==> config.mk <==
export PLATFORM = sky130hd
export DESIGN_NAME = motor_speed_driver_flat
export DESIGN_NICKNAME = d
export VERILOG_FILES = /design/src/rtl/motor_speed_driver_pkg.sv /design/src/rtl/motor_speed_driver_if.sv /design/src/rtl/motor_speed_driver_channel.sv /design/src/rtl/motor_speed_driver.sv /design/src/flat_wrapper.sv
export SDC_FILE = /design/constraint.sdc
export NUM_CORES = 1
export LEC_CHECK = 0
export CORE_MARGIN = 10
export CORE_UTILIZATION = 50
export CTS_BUF_LIST = sky130_fd_sc_hd__clkbuf_8
export CTS_CLUSTER_DIAMETER = 200
export CTS_CLUSTER_SIZE = 10
export DETAILED_ROUTE_END_ITERATION = 12
export PLACE_DENSITY = 0.7
export SYNTH_ARGS = -nofsm -noshare
export SYNTH_HDL_FRONTEND = slang
export SYNTH_SLANG_ARGS = --single-unit
==> constraint.sdc <==
create_clock -name clock -period 11.1 [get_ports clock]
set_clock_uncertainty 0.1 [all_clocks]
set_input_delay 2.22 -clock clock [delete_from_list [all_inputs] [get_ports clock]]
set_output_delay 2.22 -clock clock [all_outputs]
set_load 0.005 [all_outputs]
==> src/rtl/motor_speed_driver_pkg.sv <==
// Shared types, widths and ramp helpers for the motor speed driver.
package motor_pkg;

    localparam int unsigned PWM_BITS   = 9;
    localparam int unsigned SPEED_BITS = 10;
    localparam int          SPEED_MAX  = 511;

    typedef logic signed [SPEED_BITS-1:0] speed_t;
    typedef logic signed [SPEED_BITS:0]   speed_ext_t;

    typedef enum logic [1:0] {
        IDLE,
        RUN,
        DEADTIME
    } chan_state_e;

    // Widen a command to the arithmetic width, folding -512 onto -511.
    function automatic speed_ext_t clamp_speed(input speed_t t);
        if (t == speed_t'(-SPEED_MAX - 1)) begin
            return speed_ext_t'(-SPEED_MAX);
        end
        return speed_ext_t'(t);
    endfunction

    // Move cur toward tgt by at most step, landing exactly on tgt when close.
    function automatic speed_ext_t step_toward(input speed_ext_t cur,
                                               input speed_ext_t tgt,
                                               input speed_ext_t step);
        speed_ext_t diff;
        diff = tgt - cur;
        if (diff > step) begin
            return cur + step;
        end
        if (diff < -step) begin
            return cur - step;
        end
        return tgt;
    endfunction

endpackage

==> src/rtl/motor_speed_driver_if.sv <==
// Command and bridge-pin bundle between the control loop and the driver.
interface motor_speed_driver_if;

    logic              enable;
    motor_pkg::speed_t target_speed_left;
    motor_pkg::speed_t target_speed_right;
    logic              pwm_left;
    logic              dir_left;
    logic              pwm_right;
    logic              dir_right;
    motor_pkg::speed_t applied_speed_left;
    motor_pkg::speed_t applied_speed_right;
    logic              period_start;

    modport master (
        output enable, target_speed_left, target_speed_right,
        input  pwm_left, dir_left, pwm_right, dir_right,
        input  applied_speed_left, applied_speed_right, period_start
    );

    modport slave (
        input  enable, target_speed_left, target_speed_right,
        output pwm_left, dir_left, pwm_right, dir_right,
        output applied_speed_left, applied_speed_right, period_start
    );

endinterface

==> src/rtl/motor_speed_driver_channel.sv <==
// One H-bridge channel: slew-limited ramp, reversal dead time, direction and PWM register.
module motor_channel
    import motor_pkg::*;
#(
    parameter int unsigned RAMP_STEP        = 8,
    parameter int unsigned DEADTIME_PERIODS = 2
) (
    input  logic                clock,
    input  logic                reset_n,
    input  logic                i_enable,
    input  speed_t              i_target,
    input  logic [PWM_BITS-1:0] i_pwm_cnt,
    input  logic                i_boundary,
    output logic                o_pwm,
    output logic                o_dir,
    output speed_t              o_applied
);

    localparam int unsigned DT_W = $clog2(DEADTIME_PERIODS + 1);
    localparam speed_ext_t  STEP = speed_ext_t'(RAMP_STEP);

    chan_state_e           r_state;
    chan_state_e           w_next_state;
    logic                  r_dir;
    logic                  w_next_dir;
    speed_t                r_applied;
    speed_ext_t            w_next_applied;
    logic [DT_W-1:0]       r_dt_cnt;
    logic [DT_W-1:0]       w_next_dt;
    logic                  r_pwm;
    logic                  w_next_pwm;

    speed_ext_t            w_tgt;
    speed_ext_t            w_app;
    logic                  w_tgt_neg;
    logic                  w_tgt_zero;
    logic                  w_opposite;
    logic [SPEED_BITS-1:0] w_mag;

    assign w_tgt      = clamp_speed(i_target);
    assign w_app      = speed_ext_t'(r_applied);
    assign w_tgt_neg  = w_tgt[SPEED_BITS];
    assign w_tgt_zero = (w_tgt == '0);
    // Applied is always zero or of the sign recorded in dir, so dir stands in for its sign.
    assign w_opposite = !w_tgt_zero && (w_tgt_neg != r_dir);
    assign w_mag      = r_applied[SPEED_BITS-1] ? SPEED_BITS'(-r_applied) : SPEED_BITS'(r_applied);

    // State register and channel datapath registers.
    always_ff @(posedge clock) begin
        if (!reset_n) begin
            r_state   <= IDLE;
            r_dir     <= 1'b0;
            r_applied <= '0;
            r_dt_cnt  <= '0;
            r_pwm     <= 1'b0;
        end else begin
            r_state   <= w_next_state;
            r_dir     <= w_next_dir;
            r_applied <= SPEED_BITS'(w_next_applied);
            r_dt_cnt  <= w_next_dt;
            r_pwm     <= w_next_pwm;
        end
    end

    // Next-state, ramp and duty compare; disable overrides any boundary update.
    always_comb begin
        w_next_state   = r_state;
        w_next_dir     = r_dir;
        w_next_applied = w_app;
        w_next_dt      = r_dt_cnt;
        w_next_pwm     = (r_state == RUN) && ({1'b0, i_pwm_cnt} < w_mag);

        if (!i_enable) begin
            w_next_state   = IDLE;
            w_next_applied = '0;
            w_next_pwm     = 1'b0;
        end else if (i_boundary) begin
            case (r_state)
                IDLE: begin
                    w_next_dir     = w_tgt_neg;
                    w_next_applied = step_toward('0, w_tgt, STEP);
                    w_next_state   = RUN;
                end
                RUN: begin
                    if (w_opposite) begin
                        if (w_app != '0) begin
                            w_next_applied = step_toward(w_app, '0, STEP);
                        end else begin
                            w_next_state = DEADTIME;
                            w_next_dt    = DT_W'(DEADTIME_PERIODS);
                        end
                    end else begin
                        w_next_applied = step_toward(w_app, w_tgt, STEP);
                    end
                end
                DEADTIME: begin
                    if (r_dt_cnt <= DT_W'(1)) begin
                        w_next_dt    = '0;
                        w_next_dir   = ~r_dir;
                        w_next_state = RUN;
                        // A target that flipped back during the dead time waits at zero.
                        if (w_tgt_zero || (w_tgt_neg == ~r_dir)) begin
                            w_next_applied = step_toward('0, w_tgt, STEP);
                        end else begin
                            w_next_applied = '0;
                        end
                    end else begin
                        w_next_dt = r_dt_cnt - 1'b1;
                    end
                end
                default: begin
                    w_next_state   = IDLE;
                    w_next_applied = '0;
                end
            endcase
        end
    end

    assign o_pwm     = r_pwm;
    assign o_dir     = r_dir;
    assign o_applied = r_applied;

endmodule

==> src/rtl/motor_speed_driver.sv <==
// Shared PWM timebase plus two independent motor channels.
module motor_speed_driver
    import motor_pkg::*;
#(
    parameter int unsigned PRESCALE         = 98,
    parameter int unsigned RAMP_STEP        = 8,
    parameter int unsigned DEADTIME_PERIODS = 2
) (
    input  logic                 clock,
    input  logic                 reset_n,
    motor_speed_driver_if.slave  bus
);

    localparam int unsigned PS_W = (PRESCALE > 1) ? $clog2(PRESCALE) : 1;

    logic [PS_W-1:0]     r_prescale;
    logic [PWM_BITS-1:0] r_pwm_cnt;
    logic                r_period_start;
    logic                w_tick;
    logic                w_boundary;

    logic                w_pwm_left;
    logic                w_dir_left;
    speed_t              w_applied_left;
    logic                w_pwm_right;
    logic                w_dir_right;
    speed_t              w_applied_right;

    assign w_tick     = (r_prescale == PS_W'(PRESCALE - 1));
    assign w_boundary = w_tick && (r_pwm_cnt == '1);

    // Prescaler, PWM counter and period-start pulse.
    always_ff @(posedge clock) begin
        if (!reset_n) begin
            r_prescale     <= '0;
            r_pwm_cnt      <= '0;
            r_period_start <= 1'b0;
        end else begin
            r_prescale     <= w_tick ? '0 : r_prescale + 1'b1;
            if (w_tick) begin
                r_pwm_cnt <= r_pwm_cnt + 1'b1;
            end
            r_period_start <= w_boundary;
        end
    end

    motor_channel #(
        .RAMP_STEP        (RAMP_STEP),
        .DEADTIME_PERIODS (DEADTIME_PERIODS)
    ) u_left (
        .clock      (clock),
        .reset_n    (reset_n),
        .i_enable   (bus.enable),
        .i_target   (bus.target_speed_left),
        .i_pwm_cnt  (r_pwm_cnt),
        .i_boundary (w_boundary),
        .o_pwm      (w_pwm_left),
        .o_dir      (w_dir_left),
        .o_applied  (w_applied_left)
    );

    motor_channel #(
        .RAMP_STEP        (RAMP_STEP),
        .DEADTIME_PERIODS (DEADTIME_PERIODS)
    ) u_right (
        .clock      (clock),
        .reset_n    (reset_n),
        .i_enable   (bus.enable),
        .i_target   (bus.target_speed_right),
        .i_pwm_cnt  (r_pwm_cnt),
        .i_boundary (w_boundary),
        .o_pwm      (w_pwm_right),
        .o_dir      (w_dir_right),
        .o_applied  (w_applied_right)
    );

    assign bus.pwm_left            = w_pwm_left;
    assign bus.dir_left            = w_dir_left;
    assign bus.applied_speed_left  = w_applied_left;
    assign bus.pwm_right           = w_pwm_right;
    assign bus.dir_right           = w_dir_right;
    assign bus.applied_speed_right = w_applied_right;
    assign bus.period_start        = r_period_start;

endmodule

==> src/flat_wrapper.sv <==
// flat-port wrapper written by rule: the top's interface ports become plain ports
module motor_speed_driver_flat import motor_pkg::*;
#(
    parameter int unsigned PRESCALE         = 98,
    parameter int unsigned RAMP_STEP        = 8,
    parameter int unsigned DEADTIME_PERIODS = 2
)
  (clock, reset_n, bus_enable, bus_target_speed_left, bus_target_speed_right, bus_pwm_left, bus_dir_left, bus_pwm_right, bus_dir_right, bus_applied_speed_left, bus_applied_speed_right, bus_period_start);
  motor_speed_driver_if bus_i ();
  input  logic clock;
  input  logic reset_n;
  input wire logic [$bits(bus_i.enable)-1:0] bus_enable;
  input wire logic [$bits(bus_i.target_speed_left)-1:0] bus_target_speed_left;
  input wire logic [$bits(bus_i.target_speed_right)-1:0] bus_target_speed_right;
  output wire logic [$bits(bus_i.pwm_left)-1:0] bus_pwm_left;
  output wire logic [$bits(bus_i.dir_left)-1:0] bus_dir_left;
  output wire logic [$bits(bus_i.pwm_right)-1:0] bus_pwm_right;
  output wire logic [$bits(bus_i.dir_right)-1:0] bus_dir_right;
  output wire logic [$bits(bus_i.applied_speed_left)-1:0] bus_applied_speed_left;
  output wire logic [$bits(bus_i.applied_speed_right)-1:0] bus_applied_speed_right;
  output wire logic [$bits(bus_i.period_start)-1:0] bus_period_start;
  assign bus_i.enable = bus_enable;
  assign bus_i.target_speed_left = bus_target_speed_left;
  assign bus_i.target_speed_right = bus_target_speed_right;
  assign bus_pwm_left = bus_i.pwm_left;
  assign bus_dir_left = bus_i.dir_left;
  assign bus_pwm_right = bus_i.pwm_right;
  assign bus_dir_right = bus_i.dir_right;
  assign bus_applied_speed_left = bus_i.applied_speed_left;
  assign bus_applied_speed_right = bus_i.applied_speed_right;
  assign bus_period_start = bus_i.period_start;
  motor_speed_driver #(.PRESCALE(PRESCALE), .RAMP_STEP(RAMP_STEP), .DEADTIME_PERIODS(DEADTIME_PERIODS)) u_core (.clock(clock), .reset_n(reset_n), .bus(bus_i));
endmodule
==> impl_metrics.tcl <==
set metrics [dict create \
    cts_hold_buf 0 \
    power.leakage_nw 2.18 \
    io_pins 48 \
    final_area_um2 6370 \
    status "complete, no violations" \
    wire_per_inst_um 19.8 \
    post_drt_via_cell_ratio 6.55 \
    portBuffers 47 \
    syn_inst 794 \
    diodes 0 \
    yosysSeqAreaShare_pct 16.8 \
    grt-ovfl-total 0 \
    path_clk_slew_ns 0.12 \
    ys_seq_elements 49 \
    area_growth_pct 9.09 \
    clk_latency_ns 0.34 \
    worst_pin_slew_ns 0.984 \
    die_area_um2 16400 \
    synth_edf_count 0 \
    r2r-start "u_core.u_right.o_applied[6]" \
    fin_crit_ns 6.47 \
    pre_cts_ws_ns 4.37 \
    drtPass1Iterations 5 \
    placed_cell_area_um2 6270 \
    slew_viol_final 0 \
    ys_warn_count 0 \
    async_flop_share_pct 0 \
    grt_max_degree 21 \
    track_usage_pct 22.1 \
    rows 39 \
    synthesis.area_um2 5840 \
    ctsLongestPathBuffers 2 \
    fmax_ghz 0.155 \
    avgSynthCellArea_um2 7.35 \
    finalHoldViolCount 0 \
    synthFlopType "dfxtp_1" \
    place_congestion 0.961 \
    irDropWorstVdd_uv 61.0 \
    drc 0 \
    power-per-cell-area_nw_per_um2 59.5 \
    finalSetupTns_ns 0 \
    clockRootBuffer "clkbuf_8" \
    path_max_fanout 12 \
    synth.distinct_cells 80 \
    rsz0062_at_grt "false" \
    cp.arrival_ns 6.62 \
    cts-resized-gates 0 \
    finalWorstSetupSlack_ns 4.63 \
    cts_tree "done" \
    setup_viol 0 \
    grt_pass1_wl_um 30300 \
    drtAntennaViolNets 0 \
    num_vias 6174 \
    period_share_pct 58.2 \
    endpoint_kind "register" \
    drive_gt1_share_pct 4.26 \
    worstPathRequired_ns 11.25 \
    min_from "u_core.r_prescale[0]" \
    cts.sinks 49 \
    fin_nets 875 \
    hpwl_um 14600 \
    start_util_pct 51.1 \
    max-slew-margin-rel_pct 34.1 \
    grt_pass1_vias 5746 \
    antenna_found_initial 0 \
    critPathKind "in2reg" \
    die_w_um 128 \
    startpoint_type "input pin" \
    max_cap_violations 0 \
    h-tree-depth 2 \
    min_path_type "reg2reg" \
    core_area_um2 11400 \
    dr.first_iter.drc_count 827 \
    cts_buffers 5 \
    crit_start "bus_target_speed_right[4]" \
    post_cts_buffers 0 \
    drt-total-wl_um 18700 \
    fp.dieH_um 128 \
    synth_nets 871 \
]
==> report_power, final <==
part	internal [W]	switching, W
sequential	0.000177	0.000000829
combinational	0.0000312	0.0000449
clock	0.0000462	0.0000794
total	0.000254	0.000125
==> stage by stage <==
| step | util, % | total power, W | hold slack [ns] | cells |
|---|---|---|---|---|
| 3_3_place_gp | 54.9 | 0.000254 | 0.348 | 934 |
| 3_5_place_dp | 54.9 | 0.000256 | 0.352 | 934 |
| 6_report | 55.8 | 0.000379 | 0.372 | 942 |
| 5_1_grt | 55.8 | 0.000394 | 0.417 | 942 |
| 4_1_cts | 55.8 | 0.000379 | 0.378 | 942 |
| 2_1_floorplan | - | 0.000232 | 0.330 | 794 |
==> worst max-delay path, cell delays in order <==
cell and delay [ns]:
clkdlybuf4s50_1 0.53, or4_1 0.63, nor3_1 0.21, a21oi_1 0.12
ha_1 0.23, inv_1 0.08, fa_1 0.21, a21o_1 0.13
a21oi_1 0.12, o211ai_1 0.29, nand2_1 0.10, a31oi_1 0.80
mux2_2 0.53, o22a_1 0.21, o32ai_1 0.21
==> routing by layer <==
layer / share of wire (%) / up-vias / GRT usage, %
met1: 46 / 2972 / 30.5
li1: - / 2941 / -
met4: 1.9 / 0 / 6.69
met5: 0 / - / 0
met2: 45 / 234 / 34.2
met3: 7.2 / 27 / 3.89
==> flip-flops by register name (all words and copies together) (netlist names) <==
signal and flops:
u_core.u_left.r_state 2, u_core.r_prescale 7, u_core.u_left.r_dt_cnt 2, u_core.u_right.r_dt_cnt 2, u_core.r_pwm_cnt 9, u_core.u_left.o_applied 10
u_core.u_left.o_dir 1, u_core.bus.period_start 1, u_core.u_right.o_pwm 1, u_core.u_right.o_dir 1, u_core.u_left.o_pwm 1, u_core.u_right.o_applied 10
u_core.u_right.r_state 2
==> layout make-up <==
class / instances / area, µm²
clock inverters: 3 / 26.3
inverters: 36 / 135
well taps: 143 / 179
clock buffers: 5 / 68.8
fillers: 1103 / 5050
flip-flops and latches: 49 / 981
multi-input cells: 658 / 4500
repair buffers: 48 / 478
==> placed cells by master (no fill, tap or decap), types with 6 or more instances in the layout <==
cell type / n
o21ai_0: 38
o221ai_1: 10
clkdlybuf4s50_1: 47
xnor2_1: 42
mux2i_1: 11
nor3_1: 25
a21oi_1: 52
or2_2: 6
a211oi_1: 7
xor2_1: 11
nand3_1: 34
o211ai_1: 9
nor2_1: 65
nand2b_1: 14
o21a_1: 8
a31oi_1: 18
ha_1: 52
nand4_1: 11
and2_1: 10
or3_1: 10
o31ai_1: 13
nor4_1: 11
inv_1: 31
nor2b_1: 18
nand2_1: 56
a21boi_0: 9
a21o_1: 17
dfxtp_1: 49
o22ai_1: 8
==> worst paths after layout <==
path / end / slack, ns / depth (start not counted)
max reg2reg: u_core.u_right.o_applied[0] / 6.95 / 10
min: u_core.r_prescale[0] / 0.37 / 1
max: u_core.u_right.o_applied[0] / 4.63 / 15
min reg2reg: u_core.r_prescale[0] / 0.37 / 1
==> synthesized netlist by cell type, types with 13 or more instances <==
cell type	instances	area share [%]
nor2b_1	18	1.9
o21ai_0	38	3.3
xnor2_1	42	6.3
dfxtp_1	49	17
clkbuf_1	44	2.8
a21oi_1	52	4.5
nand2_1	56	3.6
nand2b_1	14	1.5
nor2_1	65	4.2
o31ai_1	13	1.7
a21o_1	17	2.2
a31oi_1	18	1.9
nand3_1	34	2.9
nor3_1	25	2.1
ha_1	52	11
inv_1	31	2.0
==> logic make-up (layout without fill, tap and decap cells) <==
family | count (synthesis) | in the layout | synth area share [%]
AO/OA/AOI/OAI | 238 | 238 | 27.8
XOR/XNOR | 53 | 53 | 7.95
adder cells (fa/ha/maj) | 54 | 54 | 11.8
buffers and inverters | 87 | 92 | 6.11
flip-flops | 49 | 49 | 16.8
multiplexers | 15 | 15 | 2.66
AND/OR/NAND/NOR | 298 | 298 | 26.8
Power figures use the tool's default switching activity.
